$ cat src/rtl/ah_rr_requester_24.sv
// ah_rr_requester_24
// Per-channel pending-request tracker sitting in front of a 24-way round-robin
// arbiter. Each channel queues up to 7 outstanding requests, raises req while any
// are pending and retires one per accepted grant. It also reports each accepted
// grant, keeps a saturating grant total and three sticky error/health flags.

module ah_rr_requester_24 #(
    // Consecutive cycles with req!=0 and grant==0 before starve sets (2..1023).
    parameter int STARVE_LIMIT = 64
) (
    input  logic        clk,
    input  logic        rst,
    input  logic [23:0] push,
    input  logic [23:0] grant,
    output logic [23:0] req,
    output logic        done_vld,
    output logic [4:0]  done_idx,
    output logic [71:0] pend_cnt,
    output logic [15:0] grant_total,
    output logic        err_ovf,
    output logic        err_spur,
    output logic        starve
);

    localparam int         NCH   = 24;
    localparam logic [9:0] LIMIT = 10'(STARVE_LIMIT);

    logic [2:0]     pend_q [NCH];
    logic [2:0]     pend_d [NCH];
    logic [NCH-1:0] acc;
    logic           any_acc;
    logic [4:0]     acc_idx;
    logic           grant_nz;
    logic           grant_onehot;
    logic           spur_hit;
    logic           ovf_hit;
    logic [9:0]     starve_cnt_q;
    logic [9:0]     starve_cnt_d;
    logic           done_vld_q;
    logic [4:0]     done_idx_q;
    logic [15:0]    grant_total_q;
    logic           err_ovf_q;
    logic           err_spur_q;
    logic           starve_q;

    // Request vector and packed pending-count view, straight from the counters.
    always_comb begin
        for (int i = 0; i < NCH; i++) begin
            req[i]              = (pend_q[i] != 3'd0);
            pend_cnt[3*i +: 3]  = pend_q[i];
        end
    end

    // Grant qualification: only a one-hot grant on a channel with work is accepted;
    // any other nonzero grant is spurious and leaves every counter alone.
    always_comb begin
        // NOTE: every combinational output gets a default first so no path can infer a latch.
        grant_nz     = |grant;
        grant_onehot = grant_nz && ((grant & (grant - 24'd1)) == 24'd0);
        acc_idx      = 5'd0;
        for (int i = 0; i < NCH; i++) begin
            acc[i] = grant_onehot && grant[i] && (pend_q[i] != 3'd0);
            if (acc[i]) begin
                acc_idx = 5'(i);
            end
        end
        any_acc  = |acc;
        spur_hit = grant_nz && !any_acc;
    end

    // Next pending count per channel; a push and an accepted grant cancel out,
    // which also means a full counter never overflows in that cycle.
    always_comb begin
        ovf_hit = 1'b0;
        for (int i = 0; i < NCH; i++) begin
            pend_d[i] = pend_q[i];
            if (push[i] && !acc[i]) begin
                if (pend_q[i] == 3'd7) begin
                    ovf_hit = 1'b1;
                end else begin
                    pend_d[i] = pend_q[i] + 3'd1;
                end
            end else if (acc[i] && !push[i]) begin
                pend_d[i] = pend_q[i] - 3'd1;
            end
        end
    end

    // Starvation watchdog: counts request-without-grant cycles, saturating at the limit.
    always_comb begin
        if (grant_nz || (req == 24'd0)) begin
            starve_cnt_d = 10'd0;
        end else if (starve_cnt_q == LIMIT) begin
            starve_cnt_d = starve_cnt_q;
        end else begin
            starve_cnt_d = starve_cnt_q + 10'd1;
        end
    end

    // Pending counters.
    always_ff @(posedge clk) begin
        // NOTE: the counters are a small flop array, not RAM, so they take the reset like any other state.
        if (rst) begin
            for (int i = 0; i < NCH; i++) begin
                pend_q[i] <= 3'd0;
            end
        end else begin
            // NOTE: state updates use non-blocking assignments so every flop samples pre-edge values.
            for (int i = 0; i < NCH; i++) begin
                pend_q[i] <= pend_d[i];
            end
        end
    end

    // Completion report, grant total, watchdog and sticky flags.
    always_ff @(posedge clk) begin
        if (rst) begin
            done_vld_q    <= 1'b0;
            done_idx_q    <= 5'd0;
            grant_total_q <= 16'd0;
            starve_cnt_q  <= 10'd0;
            err_ovf_q     <= 1'b0;
            err_spur_q    <= 1'b0;
            starve_q      <= 1'b0;
        end else begin
            done_vld_q   <= any_acc;
            starve_cnt_q <= starve_cnt_d;
            if (any_acc) begin
                done_idx_q <= acc_idx;
                if (grant_total_q != 16'hFFFF) begin
                    grant_total_q <= grant_total_q + 16'd1;
                end
            end
            if (ovf_hit) begin
                err_ovf_q <= 1'b1;
            end
            if (spur_hit) begin
                err_spur_q <= 1'b1;
            end
            if (starve_cnt_d == LIMIT) begin
                starve_q <= 1'b1;
            end
        end
    end

    assign done_vld    = done_vld_q;
    assign done_idx    = done_idx_q;
    assign grant_total = grant_total_q;
    assign err_ovf     = err_ovf_q;
    assign err_spur    = err_spur_q;
    assign starve      = starve_q;

endmodule

$ cat config.mk
export PLATFORM = sky130hd
export DESIGN_NAME = ah_rr_requester_24
export DESIGN_NICKNAME = d
export VERILOG_FILES = /design/src/rtl/ah_rr_requester_24.sv
export SDC_FILE = /design/constraint.sdc
export NUM_CORES = 1
export LEC_CHECK = 0
export BUFFER_PORTS_ARGS = -buffer_cell sky130_fd_sc_hd__buf_4
export CORE_ASPECT_RATIO = 1.5
export CORE_UTILIZATION = 30
export CTS_CLUSTER_SIZE = 40
export DETAILED_ROUTE_END_ITERATION = 6
export PLACE_DENSITY = 0.55
export SLEW_MARGIN = 20
export SYNTH_ARGS = -nofsm -noshare
export SYNTH_HDL_FRONTEND = slang
export SYNTH_SLANG_ARGS = --single-unit
$ cat constraint.sdc
create_clock -name clk -period 5.66 [get_ports clk]
set_input_delay 0.566 -clock clk [delete_from_list [all_inputs] [get_ports clk]]
set_output_delay 0.566 -clock clk [all_outputs]
set_load 0.03 [all_outputs]
==> metrics.log <==
INFO  metric detail_route.wl_per_cell = 18.6 um
INFO  metric post-synth-top-area-cell = sky130_fd_sc_hd__dfxtp_1
INFO  metric drv_cap = 0
INFO  metric share_of_flip_flops_with_an_asynchronous_set_or_reset = 0%
INFO  metric postCtsResizedCells = 0
INFO  metric synth_fa_ha_area_share = 7.43%
INFO  metric cts.root.buffer_cell = sky130_fd_sc_hd__clkbuf_16
INFO  metric clock_sinks = 107
INFO  metric critical_path.endpoint_type = flop
INFO  metric post_synth_xor_area_fraction = 5.67%
INFO  metric hold_path_class = in -> reg
INFO  metric drv_slew = 0
INFO  metric period_minus_slack = 4.53 ns
INFO  metric area.sequential = 2140 sq um
INFO  metric grt_max_degree = 86
INFO  metric route.vias.total = 7443
INFO  metric via_per_inst = 5.47
INFO  metric post_synth_mux_area_share = 4.72%
INFO  metric initial_antenna_violation_count = 1
INFO  metric yosys_warnings = 0
INFO  metric drcViolationCount = 0
INFO  metric worst_ep_arrival_time = 4.78 ns
INFO  metric die_width = 129 um
INFO  metric max-clock-path-buffers = 2
INFO  metric power_per_cell_area = 276 nW/um^2
INFO  metric clock_tree_from_tritoncts = built
INFO  metric critPathMaxStageDelay = 0.75 ns
INFO  metric yosysSeqAreaShare = 29.6%
INFO  metric postSynthAreaPerCell = 8.23 sq um
INFO  metric postSynthRegisterBits = 107
INFO  metric std_cell_rows = 69
INFO  metric synth.top_cell.area_share = 29.6%
INFO  metric postSynthCellCount = 880
INFO  metric worstSkewPairLatency = 0.37 ns
INFO  metric synthToLayoutAreaGrowth = 25.6%
INFO  metric globalRoute.totalOverflow = 0
INFO  metric hold_slack = 0.386 ns
INFO  metric power.leakage = 3.75 nW
INFO  metric combinational_family_with_the_most_area_after_synthesis = simple AND/OR/NAND/NOR gates
INFO  metric yosys.area_share.simple = 32.4%
INFO  metric finalSetupViolations = 0
INFO  metric most_used_standard_cell_by_instance_count_after_synthesis = sky130_fd_sc_hd__dfxtp_1
INFO  metric drive_gt1_share = 22.3%
INFO  metric cts_setup_buffers = 0
INFO  metric synth-edff-count = 0
INFO  metric gp_routability_congestion = 0.923
INFO  metric timing.clock.skew = 0.0151 ns
INFO  metric critical_path.max_fanout = 14
INFO  metric number_of_buffers_created_by_cts = 9
INFO  metric track_usage = 20.8%
INFO  metric path_clk_slew = 0.08 ns
INFO  metric placeableCoreArea = 23700 sq um
INFO  metric synth_top_cells_by_area = sky130_fd_sc_hd__dfxtp_1 30%, sky130_fd_sc_hd__fa_1 6.6%, sky130_fd_sc_hd__nor2_1 5.1%
INFO  metric fmax = 221 MHz
INFO  metric finalWirelength = 25200 um
INFO  metric grt_pass1_wl = 39100 um
INFO  metric footprint_of_the_multi_input_gates = 4820 sq um
INFO  metric start_util = 30.6%
INFO  metric critical_path_required = 5.90 ns
INFO  metric synth.top_cells.by_count = 107 x sky130_fd_sc_hd__dfxtp_1, 99 x sky130_fd_sc_hd__nor2_1, 96 x sky130_fd_sc_hd__nand2_1
INFO  metric fin_crit_sh = 80.1%
INFO  metric synth_nets = 957
INFO  metric setup_tns = 0 ns
INFO  metric timing.setup.critical_path_class = in -> reg
INFO  metric final_hold_viol_count = 0
INFO  metric worst_slew_pin_slew = 0.991 ns
INFO  metric depth_of_the_cts_h_tree = 3
INFO  metric synth.distinct_cells = 84
INFO  metric vdd_drop_max = 0.139 mV
INFO  metric post_cts_hold_buffer_count = 0
INFO  metric synth-compound-area-share = 16.4%
INFO  metric floorplan.die_area = 24800 sq um
INFO  metric floorplan.io_pins = 171
INFO  metric worst-r2r-setup-slack = 2.63 ns
INFO  metric drtAntennaViolNets = 0
INFO  metric initialDrtViolationCount = 401
INFO  metric hpwl = 19800 um
INFO  metric port-buffer-count = 170
INFO  metric crit_path_cell_trace = buf_4 -> or4_4 -> or4b_1 -> or4_4 -> a32o_2 -> nand3_2 -> buf_4 -> o21ai_0 -> fa_1 -> nor4_1 -> o21bai_1 -> a21oi_1
INFO  metric startpoint_type = input port
INFO  metric critical-path-slowest-cell = sky130_fd_sc_hd__or4b_1
INFO  metric layout.nets = 1112
INFO  metric unrepaired_setup_endpoints_after_global_routing = false
INFO  metric dominantRegCellSynth = sky130_fd_sc_hd__dfxtp_1
INFO  metric filler_cell_count = 2537
INFO  metric first_pass_iters = 6
INFO  metric grt_pass1_vias = 7016
INFO  metric netlist_area = 7240 sq um
INFO  metric outcome = finished, final reports clean
INFO  metric die_h = 192 um
INFO  metric relSlewSlack = 33.9%
-- layout make-up --
cell class                      count  share of cell area, %
Inverter                           27                   1.11
Multi-Input combinational cell    716                   53.0
Clock inverter                      7                   1.02
Tap cell                          319                   4.39
Timing Repair Buffer              174                   14.4
Sequential cell                   107                   23.6
Clock buffer                        9                   2.48
Antenna cell                        1                 0.0275
-- where the power goes --
part	switching, mW	total [mW]	internal [mW]
logic	0.546	0.877	0.331
registers	0.120	0.938	0.817
clock network	0.335	0.691	0.357
total	1.00	2.51	1.50
-- routing by layer --
layer	up-vias	track usage, %	share of wire, %
li1	3577	-	-
met4	0	10.1	4.2
met2	260	36.4	50
met1	3558	23.5	39
met5	-	0	0
met3	48	4.79	6.4
-- flip-flops by register name (all words and copies together) (netlist names) --
| name | cells |
|---|---|
| done_idx | 5 |
| done_vld | 1 |
| err_ovf | 1 |
| err_spur | 1 |
| grant_total | 16 |
| pend_q | 72 |
| starve | 1 |
| starve_cnt_q | 10 |
-- through the flow --
step           instances  util, %  worst slack [ns]  cell area (sq um)  total power [mW]
6_report            1360     38.4              1.13               9090              2.51
5_1_grt             1360     38.4             0.968               9090              2.64
4_1_cts             1359     38.4              1.22               9090              2.53
3_5_place_dp        1343     37.1             0.819               8770              1.83
3_3_place_gp        1343     37.1             0.870               8770              1.82
2_1_floorplan        880        -              1.26               7240              1.47
-- cell families (layout without fill, tap and decap cells) --
group                    after synthesis  after routing
AO/OA/AOI/OAI                        160            160
XOR/XNOR                              46             46
adder cells (fa/ha/maj)               29             29
AND/OR/NAND/NOR                      448            448
flip-flops                           107            107
multiplexers                          33             33
buffers and inverters                 57            217
other                                  0              1
-- worst max-delay path: cells and delay by family --
family,cells,cell delay (ns)
buffers and inverters,2,0.40
AO/OA/AOI/OAI,4,0.82
adder cells (fa/ha/maj),1,0.44
AND/OR/NAND/NOR,5,2.54
-- path summary, 6_finish.rpt --
kind                 start        endpoint  depth (start not counted)
max               grant[4]   pend_q[1][14]                         12
min                    rst    pend_q[1][7]                          2
max reg2reg  pend_q[1][21]  grant_total[7]                          9
min reg2reg       err_spur        err_spur                          2
-- placed cells by master (no fill, tap or decap), types with 5 or more instances in the layout --
| master | count |
|---|---|
| sky130_fd_sc_hd__buf_4 | 174 |
| sky130_fd_sc_hd__dfxtp_1 | 107 |
| sky130_fd_sc_hd__nor2_1 | 99 |
| sky130_fd_sc_hd__nand2_1 | 96 |
| sky130_fd_sc_hd__nand3_1 | 43 |
| sky130_fd_sc_hd__xnor2_1 | 37 |
| sky130_fd_sc_hd__or3_1 | 36 |
| sky130_fd_sc_hd__nor3_1 | 36 |
| sky130_fd_sc_hd__nand4_1 | 32 |
| sky130_fd_sc_hd__mux2i_1 | 29 |
| sky130_fd_sc_hd__a21oi_1 | 27 |
| sky130_fd_sc_hd__nor4_1 | 25 |
| sky130_fd_sc_hd__inv_1 | 24 |
| sky130_fd_sc_hd__fa_1 | 24 |
| sky130_fd_sc_hd__o21ai_0 | 21 |
| sky130_fd_sc_hd__and3_1 | 20 |
| sky130_fd_sc_hd__a211oi_1 | 17 |
| sky130_fd_sc_hd__and2_1 | 9 |
| sky130_fd_sc_hd__clkbuf_16 | 9 |
| sky130_fd_sc_hd__and4_1 | 8 |
| sky130_fd_sc_hd__xor2_1 | 8 |
| sky130_fd_sc_hd__o31ai_1 | 7 |
| sky130_fd_sc_hd__o22ai_1 | 7 |
| sky130_fd_sc_hd__o311a_1 | 7 |
| sky130_fd_sc_hd__nand2b_1 | 6 |
| sky130_fd_sc_hd__o21a_1 | 5 |
| sky130_fd_sc_hd__a41oi_1 | 5 |
| sky130_fd_sc_hd__o21bai_1 | 5 |
| sky130_fd_sc_hd__a21o_1 | 5 |
| sky130_fd_sc_hd__o211ai_1 | 5 |
| sky130_fd_sc_hd__a311oi_1 | 5 |
No activity file was read; power rests on OpenSTA's default activity.
